`config.mk`:
```
export PLATFORM = sky130hd
export DESIGN_NAME = branch_metric_gen
export DESIGN_NICKNAME = d
export VERILOG_FILES = /design/src/rtl/turbo_pkg.sv /design/src/rtl/bm_sat_half.sv /design/src/rtl/branch_metric_gen.sv
export SDC_FILE = /design/constraint.sdc
export NUM_CORES = 1
export LEC_CHECK = 0
export BUFFER_PORTS_ARGS = -buffer_cell sky130_fd_sc_hd__buf_4
export CAP_MARGIN = 20
export CORE_MARGIN = 2
export CORE_UTILIZATION = 55
export CTS_CLUSTER_DIAMETER = 30
export CTS_CLUSTER_SIZE = 24
export DETAILED_ROUTE_END_ITERATION = 10
export PLACE_DENSITY = 0.8
export SLEW_MARGIN = 20
export SYNTH_ARGS = -nofsm -noshare
export SYNTH_HDL_FRONTEND = slang
export SYNTH_SLANG_ARGS = --single-unit
```
`constraint.sdc`:
```
create_clock -name clk -period 2.8 [get_ports clk]
set_input_delay 0.14 -clock clk [delete_from_list [all_inputs] [get_ports clk]]
set_output_delay 0.14 -clock clk [all_outputs]
set_load 0.005 [all_outputs]
```
`src/rtl/turbo_pkg.sv`:
```
// Shared turbo-decoder SISO definitions: default widths, metric limit and the
// control FSM state type reused by later SISO control stages.
package turbo_pkg;

    localparam int W_DEF         = 16;
    localparam int FRAME_LEN_DEF = 40;
    localparam int MET_MAX       = 2 ** (W_DEF - 1) - 1;

    typedef enum logic [1:0] {
        IDLE = 2'd0,
        INIT = 2'd1,
        RUN  = 2'd2
    } siso_state_t;

endpackage

```
`src/rtl/bm_sat_half.sv`:
```
// Halves a (W+2)-bit signed sum with floor rounding and clamps it symmetrically
// to +/-(2^(W-1)-1) so the caller can negate the result without overflow.
module bm_sat_half #(
    parameter int W = 16
) (
    input  logic signed [W+1:0] din,
    output logic signed [W-1:0] dout
);

    localparam logic signed [W+1:0] LIM_POS = {3'b000, {(W-1){1'b1}}};
    localparam logic signed [W+1:0] LIM_NEG = -LIM_POS;

    logic signed [W+1:0] half;

    assign half = din >>> 1;

    always_comb begin
        if (half > LIM_POS) begin
            dout = LIM_POS[W-1:0];
        end else if (half < LIM_NEG) begin
            dout = LIM_NEG[W-1:0];
        end else begin
            dout = half[W-1:0];
        end
    end

endmodule

```
`src/rtl/branch_metric_gen.sv`:
```
// Branch-metric stage feeding the alpha recursion: frames each block with an
// init pulse, accepts one trellis step per cycle and registers saturated metrics.
module branch_metric_gen
    import turbo_pkg::*;
#(
    parameter int W         = W_DEF,
    parameter int FRAME_LEN = FRAME_LEN_DEF,
    parameter int CNT_W     = 6
) (
    input  logic                clk,
    input  logic                rst,
    input  logic                start,
    input  logic                in_valid,
    output logic                in_ready,
    input  logic signed [W-1:0] ys,
    input  logic signed [W-1:0] yp,
    input  logic signed [W-1:0] la,
    output logic                state3,
    output logic signed [W-1:0] m00,
    output logic signed [W-1:0] m01,
    output logic signed [W-1:0] m10,
    output logic signed [W-1:0] m11,
    output logic                m_valid,
    output logic                m_last,
    output logic                busy
);

    localparam logic [CNT_W-1:0] LAST_CNT = CNT_W'(FRAME_LEN);

    siso_state_t         state_reg;
    logic [CNT_W-1:0]    cnt_reg;
    logic [CNT_W-1:0]    cnt_inc;
    logic                in_ready_reg;
    logic                busy_reg;
    logic                state3_reg;
    logic                m_valid_reg;
    logic                m_last_reg;
    logic signed [W-1:0] m00_reg, m01_reg, m10_reg, m11_reg;

    logic signed [W+1:0] s_sum, sum11, sum10;
    logic signed [W-1:0] sat11, sat10;
    logic                transfer;

    // Two guard bits cover ys+la+/-yp for any pair of full-range inputs.
    assign s_sum = {{2{ys[W-1]}}, ys} + {{2{la[W-1]}}, la};
    assign sum11 = s_sum + {{2{yp[W-1]}}, yp};
    assign sum10 = s_sum - {{2{yp[W-1]}}, yp};

    bm_sat_half #(.W(W)) u_half11 (.din(sum11), .dout(sat11));
    bm_sat_half #(.W(W)) u_half10 (.din(sum10), .dout(sat10));

    assign transfer = in_valid && in_ready_reg;
    assign cnt_inc  = cnt_reg + CNT_W'(1);

    always_ff @(posedge clk or posedge rst) begin
        if (rst) begin
            state_reg    <= IDLE;
            cnt_reg      <= '0;
            in_ready_reg <= 1'b0;
            busy_reg     <= 1'b0;
            state3_reg   <= 1'b0;
            m_valid_reg  <= 1'b0;
            m_last_reg   <= 1'b0;
            m00_reg      <= '0;
            m01_reg      <= '0;
            m10_reg      <= '0;
            m11_reg      <= '0;
        end else begin
            state3_reg  <= (state_reg == INIT);
            m_valid_reg <= transfer;
            m_last_reg  <= transfer && (cnt_inc == LAST_CNT);

            // Bubbles carry zero metrics so stale values never leak downstream.
            if (transfer) begin
                m11_reg <= sat11;
                m10_reg <= sat10;
                m01_reg <= -sat10;
                m00_reg <= -sat11;
            end else begin
                m11_reg <= '0;
                m10_reg <= '0;
                m01_reg <= '0;
                m00_reg <= '0;
            end

            case (state_reg)
                IDLE: begin
                    if (start) begin
                        state_reg <= INIT;
                        busy_reg  <= 1'b1;
                    end
                end
                INIT: begin
                    cnt_reg      <= '0;
                    state_reg    <= RUN;
                    in_ready_reg <= 1'b1;
                end
                RUN: begin
                    if (transfer) begin
                        cnt_reg <= cnt_inc;
                        if (cnt_inc == LAST_CNT) begin
                            state_reg    <= IDLE;
                            in_ready_reg <= 1'b0;
                            busy_reg     <= 1'b0;
                        end
                    end
                end
                default: begin
                    state_reg    <= IDLE;
                    in_ready_reg <= 1'b0;
                    busy_reg     <= 1'b0;
                end
            endcase
        end
    end

    assign in_ready = in_ready_reg;
    assign busy     = busy_reg;
    assign state3   = state3_reg;
    assign m_valid  = m_valid_reg;
    assign m_last   = m_last_reg;
    assign m00      = m00_reg;
    assign m01      = m01_reg;
    assign m10      = m10_reg;
    assign m11      = m11_reg;

endmodule
```
==> metrics.yaml, run 1 <==
status: "did not finish"
failing_step: "5_1_grt"
first-error: "[ERROR DPL-0038] Utilization greater than 100%, impossible to legalize"
io_pins: 121
die_x_um: 110
grt_max_degree: 76
cts_buffers: 9
yosysTopAreaCellShare: 0.304
synth_cells: 737
async_flop_share: 1.00
initial_utilization: 0.567
fp.dieH_um: 110
endpoint_type: "register input"
cts_buffer_depth: 2
rows: 38
hpwlAfterDp_um: 16000
yosysUniqueCellTypes: 80
cts-root-buf: "clkbuf_8"
postSynthNetCount: 843
syn_area_um2: 6170
avgSynthCellArea_um2: 8.37
yosys_warnings: 0
yosys.area.top_type: "dfrtp_1"
synth-edff-count: 0
port_buffers: 120
place_area_um2: 9000
worst_endpoint: "m01[14]$_DFF_PP0_/D"
ys_ff_latch: 75
gp_congestion: 0.902
synthTopCellsByArea: "dfrtp_1, ha_1, a21oi_1"
ys.flop_type: "dfrtp_1"
cts_htree_levels: 3
seq_area_frac_synth: 0.304
cts.sinks: 75
-- logic make-up after synthesis --
family / synth area share
AOI/OAI and AO/OA: 0.220
xor gates and xnor gates: 0.0637
adders and majority gates: 0.121
buffers and inverters: 0.0517
DFF: 0.304
muxes: 0.0138
and+or+nand+nor: 0.226
-- cells in the mapped netlist (6+ instances only) --
library cell  number
xnor2_1           30
xor2_1            13
o21a_1             8
a21oi_1           67
nor4_1             8
a31oi_1            8
o21ai_0           32
nand2b_1          15
and3_1            11
a211oi_1           6
nand2_1           50
and2_1            18
inv_1             54
nand3_1           20
nor3_1            20
o31ai_1            8
ha_1              51
nor2b_1           11
a21o_1            11
nand4_1            6
or3_1              8
dfrtp_1           75
nor2_1            79
clkbuf_1          16
-- through the flow --
stage               utilization  std cells  setup slack [ns]
detailed placement        0.827       1199             -2.49
floorplan                     -        737             -2.29
CTS                       0.951       1253             -1.83
global placement          0.827       1199             -2.26
-- what timing repair did --
action,4_1_cts
hold endpoints to repair,0
endpoints found under the setup margin,62
hold buffers,0
buffers inserted,44
gates cloned,1
gates resized for setup,183
pin swaps,89
==> run 2, diff against run 1 <==
CORE_UTILIZATION = 40   (was 55)
CTS_CLUSTER_DIAMETER = default   (was 30)
CTS_CLUSTER_SIZE = default   (was 24)
PLACE_DENSITY = default   (was 0.8)
PLACE_DENSITY_LB_ADDON = 0.15   (was default)
==> metrics.yaml, run 2 <==
wl_met1_um: 9060
wl_per_cell_um: 16.5
crit_slowest_cell: "fa_2"
drtPass1Iterations: 5
critical-path-max-stage-delay_ns: 0.35
drtIter0Drc: 348
hold_violations: 0
timing.final.ws_setup_ns: -1.87
die_x_um: 128  # was 110 um
cts_buffer_depth: 2  # unchanged
initial_utilization: 0.407  # was 0.567
post-route-period-util: 1.67
antenna_found_initial: 0
diodes: 0
clk_latency_ns: 0.34
drv_slew: 0
yosysTopAreaCellShare: 0.304  # unchanged
status: "complete, but fails checks"  # was did not finish
final_core_util: 0.731
finalClockSkew_ns: 0.00841
setup_viol: 62
syn_area_um2: 6170  # unchanged
cts-root-buf: "clkbuf_16"  # was clkbuf_8
worst-path-max-fanout: 6
grt_pass1_wl_um: 33500
synth-edff-count: 0  # unchanged
crit_arrival_ns: 4.89
hp-class: "in2async"
cts.sinks: 75  # unchanged
r2r_setup_slack_ns: 0.93
p_int_mw: 5.69
route.antenna.remaining_nets: 0
holdWs_ns: 0.0674
synthTopCellsByArea: "dfrtp_1, ha_1, a21oi_1"  # unchanged
synth_mux_area_frac: 0.0138  # unchanged
stdcell_count: 1330
grt_usage: 0.251
synthTopCellsByCount: "nor2_1, dfrtp_1, a21oi_1, inv_1, ha_1"  # unchanged
synth_fa_ha_area_frac: 0.121  # unchanged
yosys_warnings: 0  # unchanged
clkPwrFrac: 0.109
p_switching_mw: 4.00
timing.fmax_mhz: 214
cp-end-kind: "flip-flop"
p_per_area_nw_per_um2: 875
vias_per_cell: 5.31
seq_area_frac_synth: 0.304  # unchanged
routed_wl_um: 22000
dr_wl_met3_um: 631
final_cell_mix: "buf_4, dfrtp_1, nor2_1"
cts_tree: "built"
rsz0062_at_grt: "yes"
drcViolationCount: 0
grt-ovfl-total: 0
p_seq_frac: 0.165
yosys.area.top_type: "dfrtp_1"  # unchanged
layout_commonest_cell: "buf_4"
synth_top_family_by_area: "simple AND/OR/NAND/NOR gates"  # unchanged
sw_frac_of_total: 0.413
power_frac_comb: 0.725
gp_congestion: 0.906  # was 0.902
drv_cap: 0
worst_slew_pin_slew_ns: 0.910
slew_headroom: 0.393
yosysUniqueCellTypes: 80  # unchanged
rows: 45  # was 38
cts.clk_slew.worst_paths_ns: 0.06
wl_met2_um: 11700
place_inst: 1260  # was 1199
layout-drive-gt1-share: 0.553
p_total_mw: 9.69
fill_cells: 1090
synth_compound_area_frac: 0.220  # unchanged
io_pins: 121  # unchanged
areaGrowthSynthToFinish_pct: 79.4
nets: 1244
hpwlAfterDp_um: 15900  # was 16000 um
p_leak_nw: 5.30
avgSynthCellArea_um2: 8.37  # unchanged
ys.flop_type: "dfrtp_1"  # unchanged
grt_max_degree: 76
synth.most_common_cell: "nor2_1"  # unchanged
start_kind: "input pin"
port_buffers: 120  # unchanged
synth_xor_area_frac: 0.0637  # unchanged
synth_simple_gate_area_frac: 0.226  # unchanged
period_minus_slack_ns: 4.67
dieArea_um2: 16400
synth_cells: 737  # unchanged
cts_buffers: 9  # unchanged
top_layer: "met4"
violations: "setup timing"
async_flop_share: 1.00  # unchanged
tns_ns: -91.65
fp.dieH_um: 128  # was 110 um
peakVddDrop_uv: 380
postSynthNetCount: 843  # unchanged
cts_htree_levels: 3  # unchanged
grt_pass1_vias: 7043
num_vias: 7068
worstPathRequired_ns: 3.02
ys_ff_latch: 75  # unchanged
coreArea_um2: 15100
path_class: "in2reg"
[run 2: cell counts after synthesis]
No cell type changed its count.
[run 2: repair_timing]
action / CTS / global route
gates cloned: 0 / 2
endpoints found under the setup margin: 62 / 62
pin swaps: 62 / 56
gates resized for setup: 132 / 124
buffers inserted: 26 / 34
hold buffers: 0 / 0
[run 2: kinds of logic (layout without fill, tap and decap cells)]
kind of cell | count (synthesis) | in the layout
mux | 8 | 8
xor+xnor | 44 | 44
fa+ha+maj | 59 | 59
compound gates | 198 | 198
flops | 75 | 75
simple gates | 274 | 274
buf+inv | 79 | 484
[run 2: per-layer routing]
metal | up-vias | GRT usage
met5 | - | 0
met4 | 0 | 0.0860
met3 | 49 | 0.0242
met2 | 189 | 0.461
met1 | 3407 | 0.305
li1 | 3423 | -
[run 2: path summary, 6_finish.rpt]
| check | depth (start not counted) | start | to |
|---|---|---|---|
| setup / recovery | 27 | ys[0] | m01[10] |
| hold / removal | 3 | rst | m11[9] |
| setup reg to reg | 7 | in_ready | busy |
| hold reg to reg | 1 | state_reg[1] | state_reg[0] |
| max in group asynchronous | 3 | rst | m10[3] |
| min in group clk | 2 | start | state_reg[0] |
[run 2: final cells by class]
class / count / area (um^2) / area share
inverter: 56 / 213 / 0.0192
clock inverter: 6 / 42.5 / 0.00384
sequential: 75 / 1880 / 0.170
multi-input combinational: 583 / 5150 / 0.465
clock buffer: 9 / 225 / 0.0203
timing repair buffer: 413 / 3330 / 0.301
tap: 188 / 235 / 0.0213
[run 2: worst max-delay path, delay by kind of cell]
family,cells,cell delay (ns)
fa+ha+maj,4,0.96
compound gates,13,2.57
xor+xnor,1,0.07
simple gates,7,1.01
buf+inv,2,0.11
[run 2: power groups by stage]
stage | combinational [mW] | sequential [mW] | clock (mW)
after floorplan | 2.56 | 1.64 | 0
after CTS | 6.02 | 1.60 | 1.07
after global placement | 5.14 | 1.61 | 0
after global routing | 7.50 | 1.63 | 1.12
after detailed placement | 5.22 | 1.62 | 0
final | 7.03 | 1.60 | 1.06
[run 2: per-stage QoR]
stage	cell area, um^2	setup WS (ns)
3_3_place_gp	9160	-2.40
6_report	11100	-1.87
3_5_place_dp	9160	-2.49
5_1_grt	11100	-2.16
4_1_cts	10300	-1.83
2_1_floorplan	6390	-2.29
(Power assumes the default switching activity.)
